File: src/rtl/buff_uart_tx.sv
// Buffered UART transmitter: FIFO of width-bit words serialised as
// start / data (LSB first) / stop frames, each bit held DIV = clock_freq/baud_rate clocks.
// Optional even-parity bit between data and stop when BUFF_UART_TX_PARITY_EN is defined.
module buff_uart_tx #(
  parameter int width       = 8,
  parameter int fifo_length = 4,
  parameter int baud_rate   = 9600,
  parameter int clock_freq  = 460800
) (
  input  logic                             clk,
  input  logic                             rst,
  input  logic                             write_enable,
  input  logic [width-1:0]                 data,
  output logic                             tx,
  output logic                             full,
  output logic                             empty,
  output logic                             busy,
  output logic [$clog2(fifo_length+1)-1:0] count
);

  localparam int DIV = clock_freq / baud_rate;
  localparam int PW  = $clog2(fifo_length);
  localparam int CW  = $clog2(fifo_length + 1);
  localparam int BW  = (DIV > 1) ? $clog2(DIV) : 1;
  localparam int IW  = (width > 1) ? $clog2(width) : 1;

  typedef enum logic [2:0] {S_IDLE, S_START, S_DATA, S_PARITY, S_STOP} state_e;

  state_e           state_q, state_d;
  logic [BW-1:0]    baud_q, baud_d;
  logic [IW-1:0]    bit_q, bit_d;
  logic [width-1:0] shift_q, shift_d;
`ifdef BUFF_UART_TX_PARITY_EN
  logic             par_q, par_d;
`endif

  logic [width-1:0] mem_q [fifo_length];
  logic [PW-1:0]    wptr_q, rptr_q;
  logic [CW-1:0]    count_q;
  logic             push, pop, baud_end;
  logic [width-1:0] head;

  assign full     = (count_q == CW'(fifo_length));
  assign empty    = (count_q == '0);
  assign busy     = (state_q != S_IDLE);
  assign count    = count_q;
  // A write into a full FIFO is dropped even if a pop frees a slot this cycle.
  assign push     = write_enable && !full;
  assign head     = mem_q[rptr_q];
  assign baud_end = (baud_q == BW'(DIV - 1));

  // FIFO storage; contents need no reset since the pointers/count define validity.
  always_ff @(posedge clk) begin
    if (push) mem_q[wptr_q] <= data;
  end

  // FIFO pointers and occupancy; pointers wrap naturally at the power-of-two depth.
  always_ff @(posedge clk) begin
    if (rst) begin
      wptr_q  <= '0;
      rptr_q  <= '0;
      count_q <= '0;
    end else begin
      if (push) wptr_q <= wptr_q + 1'b1;
      if (pop)  rptr_q <= rptr_q + 1'b1;
      case ({push, pop})
        2'b10:   count_q <= count_q + 1'b1;
        2'b01:   count_q <= count_q - 1'b1;
        default: count_q <= count_q;
      endcase
    end
  end

  // Frame FSM state register.
  always_ff @(posedge clk) begin
    if (rst) begin
      state_q <= S_IDLE;
      baud_q  <= '0;
      bit_q   <= '0;
      shift_q <= '0;
`ifdef BUFF_UART_TX_PARITY_EN
      par_q   <= 1'b0;
`endif
    end else begin
      state_q <= state_d;
      baud_q  <= baud_d;
      bit_q   <= bit_d;
      shift_q <= shift_d;
`ifdef BUFF_UART_TX_PARITY_EN
      par_q   <= par_d;
`endif
    end
  end

  // Next-state, pop and line drive; the baud counter restarts on every state entry.
  always_comb begin
    state_d = state_q;
    baud_d  = baud_q + 1'b1;
    bit_d   = bit_q;
    shift_d = shift_q;
`ifdef BUFF_UART_TX_PARITY_EN
    par_d   = par_q;
`endif
    pop     = 1'b0;
    tx      = 1'b1;
    case (state_q)
      S_IDLE: begin
        baud_d = '0;
        if (!empty) begin
          pop     = 1'b1;
          shift_d = head;
`ifdef BUFF_UART_TX_PARITY_EN
          par_d   = ^head;
`endif
          state_d = S_START;
        end
      end
      S_START: begin
        tx = 1'b0;
        if (baud_end) begin
          baud_d  = '0;
          bit_d   = '0;
          state_d = S_DATA;
        end
      end
      S_DATA: begin
        tx = shift_q[0];
        if (baud_end) begin
          baud_d  = '0;
          shift_d = shift_q >> 1;
          bit_d   = bit_q + 1'b1;
          if (bit_q == IW'(width - 1)) begin
`ifdef BUFF_UART_TX_PARITY_EN
            state_d = S_PARITY;
`else
            state_d = S_STOP;
`endif
          end
        end
      end
`ifdef BUFF_UART_TX_PARITY_EN
      S_PARITY: begin
        tx = par_q;
        if (baud_end) begin
          baud_d  = '0;
          state_d = S_STOP;
        end
      end
`endif
      S_STOP: begin
        tx = 1'b1;
        if (baud_end) begin
          baud_d = '0;
          // Chain straight into the next frame when words are waiting.
          if (!empty) begin
            pop     = 1'b1;
            shift_d = head;
`ifdef BUFF_UART_TX_PARITY_EN
            par_d   = ^head;
`endif
            state_d = S_START;
          end else begin
            state_d = S_IDLE;
          end
        end
      end
      default: begin
        baud_d  = '0;
        state_d = S_IDLE;
      end
    endcase
  end

endmodule
File: config.mk
export PLATFORM = sky130hd
export DESIGN_NAME = buff_uart_tx
export DESIGN_NICKNAME = d
export VERILOG_FILES = /design/src/rtl/buff_uart_tx.sv
export SDC_FILE = /design/constraint.sdc
export NUM_CORES = 1
export LEC_CHECK = 0
export ABC_AREA = 1
export CAP_MARGIN = 10
export CORE_UTILIZATION = 55
export DETAILED_ROUTE_END_ITERATION = 12
export PLACE_DENSITY = 0.85
export SYNTH_ARGS = -nofsm -noshare
export SYNTH_HDL_FRONTEND = slang
export SYNTH_SLANG_ARGS = --single-unit
File: constraint.sdc
create_clock -name clk -period 3.1 [get_ports clk]
set_input_delay 0.31 -clock clk [delete_from_list [all_inputs] [get_ports clk]]
set_output_delay 0.31 -clock clk [all_outputs]
set_load 0.02 [all_outputs]
==> summary.txt, run 1 <==
GRT
  – Global-route wire length before repair: around 8.7 mm
  – Largest net degree at the start of global routing: 18
  – Vias in the first global route: between 1500 and 2000
  – GRT Total Usage: roughly 23%
  – Initial antenna violation count: 0
  – Remaining global-route overflow: 0

Worst setup path
  – CP endpoint: count[2]
  – Critical Path AT: between 2 and 3 ns
  – Worst Setup SP: baud_q[0]
  – Worst r2r dst: count[2]
  – CP Launch Type: register
  – R2R Path Start: baud_q[0]
  – Crit path capture type: register
  – Data required, critical path: between 3 and 4 ns
  – Crit path max fanout: 8
  – Crit Path Category: reg2reg
  – Worst r2r path cells: 14
  – Reg2reg setup slack: about 0.80 ns

STA
  – Final Cycle Share: roughly three quarters
  – Unrepaired setup endpoints after global routing: false
  – Total Neg Setup Slack: 0 ns
  – Slew headroom: 44.7%
  – Min cycle time layout: about 2.3 ns
  – Worst-Margin Slew: around 0.83 ns
  – Max Freq: 0.434 GHz
  – Final Max Tran Viols: 0
  – Final setup violation count: 0
  – Hold slack: between 0.4 and 0.5 ns
  – Final count of hold timing violations: 0
  – Clock Skew: roughly 0.0057 ns

Logic synthesis
  – Top post-synthesis cells by area: edfxtp_1 35%, dfxtp_1 21%, nand2_1 10%, a21oi_1 5.4%, inv_1 4.4%
  – Asr flop ratio synth: 0%
  – Synth Register Bits: between 60 and 70
  – Most instantiated cells after synthesis: 76 x nand2_1, 32 x edfxtp_1, 32 x inv_1, 32 x nor2_1, 30 x a21oi_1
  – Number of flops mapped to enable cells by yosys: 32
  – Synth warn: 0
  – Synthesized instance count: roughly 300
  – Count leader, synth: nand2_1
  – Yosys top cell area share: a little over a third
  – Main flop type after synthesis: edfxtp_1
  – Synth cell types: 27
  – Seq/Total Area, Yosys: roughly 56%
  – Leading area contributor after synthesis: edfxtp_1
  – Net Count, Synth: 324
  – Syn Std Cell Area: around 2800 um^2
  – Mean Syn Cell Area: slightly above 9 um^2

Outcome
  – Outcome: complete, no violations

CTS
  – Post-CTS Hold Buffers: 0
  – Sink Count: slightly above 60
  – Clk buf depth: 2
  – Root buf cell: clkbuf_8
  – Clock Latency Late Sink: roughly 0.34 ns
  – Post-CTS Repair Setup Buffers: 0
  – TritonCTS clock tree: yes
  – Num CTS Buffers: 9
  – CTS resizes: 0
  – Reg clk slew, reported paths: about 0.060 ns
  – Number of H-tree levels: 3

Finish
  – Area grow syn2layout: 15.7%
  – Share of cells above drive strength 1: between 10% and 20%
  – Layout filler cell count: 348
  – N_diodes: 0
  – Final Net Count: 345

Pwr
  – Int Pwr: roughly 1900 uW
  – VDD IR max: 0.000633 V
  – Sw frac: 34.5%
  – Clk pwr share: roughly 29%
  – Leakage: 0.00135 uW
  – Sequential share of power: between 30% and 40%
  – Switching power: slightly below 1000 uW
  – Comb pwr share: approximately a third
  – Power per cell area: approximately 890 nW/um^2

Die
  – Die height: ~73 um
  – Die area: between 5000 and 6000 um^2
  – Row Count: 25
  – Starting density of the core: slightly below 60%
  – Core area: roughly 4800 um^2
  – Die W: about 73 um
  – Io pins: 18

Min path
  – Hold WC Path Type: reg2reg
  – HP Start: bit_q[2]

Job
  – Max_cap viols: 0

Route
  – Drt drc: 0
  – DRT antenna net count: 0
  – Drt first pass iters: 4
  – Initial DRC count: approximately 170
  – Routed wire per std cell: 13.1 um
  – WL final: 5.22 mm
  – DR vias: 1997
  – Vias/cell: 5.03

Placed design
  – Buffers on Ports: 17
  – GPL Wtd Cong: around 0.83
  – DP HPWL: approximately 3.5 mm
## critical path, stage by stage, from the launching register on
cell and delay (ns):
dfxtp_1 0.37, ha_1 0.21, nand2_2 0.09, nor2_4 0.12, nand2_4 0.12, nand2_2 0.10, nand2_2 0.06, inv_2 0.06
ha_1 0.13, inv_1 0.07, fa_1 0.39, a21oi_1 0.14, o21ai_0 0.10, o21ai_0 0.16, a21oi_1 0.06
## worst min path at each step
| stage | to | slack, ns | depth (start not counted) |
|---|---|---|---|
| floorplan | bit_q[1] | 0.38 | 1 |
| global placement | baud_q[0] | 0.45 | 1 |
| detailed placement | bit_q[1] | 0.46 | 2 |
| CTS | bit_q[1] | 0.47 | 2 |
| global route | bit_q[2] | 0.49 | 2 |
| finish | bit_q[2] | 0.47 | 2 |
## flip-flops by register name, summed over array words and instances (netlist names), named ones only
signal,cells
mem_q,32
shift_q,8
baud_q,6
bit_q,3
count,3
state_q,3
rptr_q,2
wptr_q,2
## routing by layer
layer,share of wire (%),vias to the layer above,GRT usage [%]
met5,0,-,0
met1,42,909,26.5
li1,-,1033,-
met3,4.4,9,6.35
met2,52,46,38.5
met4,1.8,0,12.6
## final cells by class
| class | instances | area, um^2 | area share, % |
|---|---|---|---|
| Clock inverter | 5 | 98.8 | 3.09 |
| Timing Repair Buffer | 17 | 170 | 5.33 |
| Inverter | 39 | 146 | 4.58 |
| Multi-Input combinational cell | 197 | 1020 | 32.0 |
| Sequential cell | 61 | 1540 | 48.3 |
| Clock buffer | 11 | 131 | 4.11 |
| Tap cell | 67 | 83.8 | 2.62 |
## power by group through the flow
| stage | logic, uW | clock network [uW] | registers [uW] |
|---|---|---|---|
| finish | 916 | 826 | 1100 |
| global route | 1040 | 868 | 1120 |
| floorplan | 702 | 0 | 1070 |
| detailed placement | 905 | 0 | 1120 |
| CTS | 917 | 830 | 1110 |
| global placement | 865 | 0 | 1110 |
## metrics by stage
step	total power, uW	setup WS [ns]	util [%]	cells	instance area (um^2)
finish	2850	0.798	66.7	397	3190
global route	3030	0.632	66.7	397	3190
CTS	2850	0.784	66.7	397	3190
detailed placement	2030	0.801	61.9	381	2960
global placement	1970	0.914	61.9	381	2960
floorplan	1780	0.997	-	304	2760
## logic make-up (layout without fill, tap and decap cells)
| logic type | Yosys count | in the layout | share of synthesized area (%) |
|---|---|---|---|
| DFF | 61 | 61 | 55.8 |
| adders and majority gates | 9 | 9 | 4.35 |
| AOI/OAI and AO/OA | 39 | 39 | 7.07 |
| xor gates and xnor gates | 2 | 2 | 0.635 |
| and+or+nand+nor | 147 | 147 | 25.0 |
| buffers and inverters | 46 | 72 | 7.12 |
## layout by cell type (no fill, tap or decap)
cell / instances
nand4_1: 1
nand2_4: 3
fa_1: 1
clkinv_1: 1
inv_1: 32
dfxtp_1: 29
clkbuf_8: 9
clkinv_2: 1
edfxtp_1: 32
bufinv_16: 3
o21ai_0: 8
nor2_4: 2
clkbuf_1: 2
nand2_1: 76
xor2_1: 2
nor2_1: 32
nand2_8: 2
a21oi_1: 30
nor3_1: 1
nor3b_1: 1
ha_1: 8
o21ai_1: 1
clkdlybuf4s50_1: 17
nand3_4: 1
inv_2: 7
nor2_2: 1
nand3_1: 22
nand2_2: 4
nand3_2: 1
Note: power is estimated with default switching activity, not from simulation.
==> run 2: changes to the inputs <==
- CORE_UTILIZATION: 55 -> 52
- PLACE_DENSITY: 0.85 -> 0.84
- clock period: 3.1 -> 1.9 ns (I/O delays scaled with it)
==> summary.txt, run 2 (same netlist as run 1, synthesis figures left out) <==
CTS
  – Root buf cell: clkbuf_8 (unchanged)
  – TritonCTS clock tree: yes (unchanged)
  – Num CTS Buffers: 9 (unchanged)
  – Clk buf depth: 2 (unchanged)
  – Reg clk slew, reported paths: 0.06 ns (about the same)
  – Post-CTS Hold Buffers: 0 (unchanged)
  – Number of H-tree levels: 3 (unchanged)
  – Sink Count: 61 (unchanged)
  – Clock Latency Late Sink: 0.34 ns (about the same)

Finish
  – Commonest non-fill, non-tap cell in the layout: nand2_1 (unchanged)
  – Max reg flops: 32 (unchanged)
  – Area grow syn2layout: 23.5% (was 15.7%)
  – Final Net Count: 368 (was 345)
  – N_diodes: 0 (unchanged)
  – Layout filler cell count: 385 (was 348)
  – Cell Count, Final, Fillers Out: 423 (was 397)
  – Share of cells above drive strength 1: 18.7% (was 10.3%)
  – Largest regs: mem_q: 32 flops, shift_q: 8 flops, baud_q: 6 flops (unchanged)
  – Most frequent cells in the layout: 76 x nand2_1, 32 x nor2_1, 32 x edfxtp_1 (was 76 x nand2_1, 32 x inv_1, 32 x nor2_1, 32 x edfxtp_1, 30 x a21oi_1)
  – Reg with most FFs: mem_q (unchanged)
  – Post-route design area: 3410 um^2 (was 3190 um^2)

Pwr
  – Leakage: 0.00149 uW (was 0.00135 uW)
  – VDD IR max: 0.000929 V (was 0.000633 V)
  – Tot Pwr: 4880 uW (was 2850 uW)
  – Power per cell area: 1430 nW/um^2 (was 891 nW/um^2)

Route
  – Top Metal Used: met4 (unchanged)
  – Routed wire per std cell: 13.6 um (was 13.1 um)
  – Met2 WL: 3.03 mm (was 2.70 mm)
  – Initial DRC count: 103 (was 169)
  – Met1 WL: 2.28 mm (was 2.19 mm)
  – Drt first pass iters: 4 (unchanged)
  – WL final: 5.75 mm (was 5.22 mm)
  – DR vias: 2138 (was 1997)
  – Vias/cell: 5.05 (was 5.03)
  – DR WL met3: 274 um (was 232 um)
  – DRT antenna net count: 0 (unchanged)
  – Drt drc: 0 (unchanged)

STA
  – Final setup violation count: 1 (was 0)
  – Worst-Margin Slew: 0.585 ns (was 0.826 ns)
  – Slack of the critical path: -0.160 ns (was 0.798 ns)
  – Slew headroom: 60.9% (was 44.7%)
  – Max Freq: 0.485 GHz (was 0.434 GHz)
  – Hold slack: 0.468 ns (about the same)
  – Final Cycle Share: 108% (was 74.2%)
  – Min cycle time layout: 2.06 ns (was 2.30 ns)
  – Clock Skew: 0.00747 ns (was 0.00568 ns)
  – Final Max Tran Viols: 0 (unchanged)
  – Unrepaired setup endpoints after global routing: true (was false)
  – Final count of hold timing violations: 0 (unchanged)

Worst setup path
  – Crit path max fanout: 3 (was 8)
  – Most used cell, CP: nand2_4 (was nand2_2)
  – CP Launch Type: register (unchanged)
  – Reg2reg setup slack: -0.16 ns (was 0.80 ns)
  – CP Buf/Inv Count: 2 (unchanged)
  – Max incr delay on CP: 0.37 ns (was 0.39 ns)
  – Worst r2r path cells: 14 (unchanged)
  – CP delay by family, top: adder cells (unchanged)
  – Cell depth of the worst setup path: 14 (unchanged)
  – Critical Path AT: 2.29 ns (was 2.52 ns)
  – Data required, critical path: 2.13 ns (was 3.32 ns)
  – Crit Path Category: reg2reg (unchanged)
  – Crit path capture type: register (unchanged)
  – Crit-path cells: ha_4, nand2_4, nor2_4, nand2_4, nand2_4, nand2_4, inv_2, ha_4, inv_2, fa_2, a21oi_2, o21ai_2, o21ai_1, a21oi_1 (was ha_1, nand2_2, nor2_4, nand2_4, nand2_2, nand2_2, inv_2, ha_1, inv_1, fa_1, a21oi_1, o21ai_0, o21ai_0, a21oi_1)
  – R2R Path Start: baud_q[1] (was baud_q[0])
  – CP endpoint: count[2] (unchanged)
  – Slowest-stage cell, CP: dfxtp_2 (was fa_1)
  – Worst r2r dst: count[2] (unchanged)
  – Worst Setup SP: baud_q[1] (was baud_q[0])

Min path
  – Depth of the worst hold-timing path: 1 (was 2)
  – Hold WC Path Type: reg2reg (unchanged)

Die
  – Row Count: 26 (was 25)
  – Die area: 5600 um^2 (was 5310 um^2)
  – Io pins: 18 (unchanged)
  – Starting density of the core: 54.0% (was 57.7%)
  – Core area: 5110 um^2 (was 4790 um^2)
  – Die height: 74.9 um (was 72.8 um)
  – Die W: 74.9 um (was 72.8 um)

Placed design
  – DP HPWL: 3.70 mm (was 3.47 mm)
  – Buffers on Ports: 17 (unchanged)
  – GPL Wtd Cong: 0.868 (was 0.829)
  – Post-placement cell count: 402 (was 381)
  – Placed instance area: 3120 um^2 (was 2960 um^2)

GRT
  – Global-route wire length before repair: 9.12 mm (was 8.70 mm)
  – Vias in the first global route: 2113 (was 1917)
  – GRT Total Usage: 22.7% (was 22.9%)
  – Remaining global-route overflow: 0 (unchanged)
  – Initial antenna violation count: 0 (unchanged)
  – Largest net degree at the start of global routing: 17 (was 18)

Job
  – Max_cap viols: 0 (unchanged)

Outcome
  – Outcome: finished with violations (was complete, no violations)
  – Failing checks: setup timing
==> run 2: changes by cell type in the layout (fill, tap and decap cells not counted), moves of 2 or more <==
| cell | change |
|---|---|
| dfxtp_1 | -2 |
| nand2_2 | -3 |
| ha_4 | +2 |
| ha_1 | -2 |
| o21ai_0 | -2 |
| buf_4 | +23 |
| dfxtp_2 | +2 |
| clkdlybuf4s50_1 | -2 |
| nand2_4 | +3 |
==> run 2: worst min-delay path by stage <==
| stage | start | end | slack (ns) |
|---|---|---|---|
| after floorplan | rst | bit_q[1] | 0.26 |
| after global placement | bit_q[0] | bit_q[0] | 0.45 |
| after detailed placement | bit_q[0] | bit_q[0] | 0.46 |
| after CTS | data[4] | mem_q[0][4] | 0.47 |
| after global routing | data[4] | mem_q[3][4] | 0.47 |
| final | bit_q[0] | bit_q[0] | 0.47 |
==> run 2: timing repair <==
action	4_1_cts	5_1_grt
buffers inserted	1	4
gates resized for setup	1	9
endpoints found under the setup margin	2	3
cloned	0	0
pin swaps	2	5
==> run 2: final cells by class <==
class / count / area (um^2) / area share [%]
clock inverter: 5 / 73.8 / 2.17
clock buffer: 11 / 141 / 4.15
sequential: 61 / 1540 / 45.3
inverter: 39 / 146 / 4.29
multi-input combinational: 197 / 1070 / 31.4
timing repair buffer: 40 / 344 / 10.1
tap: 70 / 87.6 / 2.57
==> run 2: power breakdown <==
part | internal (uW) | switching, uW | leakage [uW] | total [uW]
registers | 1610 | 165 | 0.000532 | 1770
logic | 765 | 1090 | 0.000848 | 1850
clock network | 765 | 484 | 0.000111 | 1250
==> run 2: per-stage QoR <==
| stage | worst slack [ns] | setup TNS, ns | util, % |
|---|---|---|---|
| after global routing | -0.255 | -0.280 | 66.8 |
| after global placement | -0.0151 | -0.0151 | 61.1 |
| after floorplan | -0.0770 | -0.0770 | - |
| after CTS | -0.0803 | -0.0803 | 65.4 |
| after detailed placement | -0.0981 | -0.0981 | 61.1 |
| final | -0.160 | -0.160 | 66.8 |
==> run 2: worst register-to-register path, cell delays in order (launching register included) <==
cell	delay (ns)
dfxtp_2	0.37
ha_4	0.17
nand2_4	0.06
nor2_4	0.14
nand2_4	0.06
nand2_4	0.09
nand2_4	0.05
inv_2	0.07
ha_4	0.12
inv_2	0.04
fa_2	0.37
a21oi_2	0.16
o21ai_2	0.07
o21ai_1	0.13
a21oi_1	0.05
==> run 2: layer usage <==
layer | vias to the layer above | global-route usage (%)
li1 | 1069 | -
met1 | 999 | 25.2
met2 | 55 | 39.0
met3 | 15 | 7.23
met4 | 0 | 11.5
met5 | - | 0
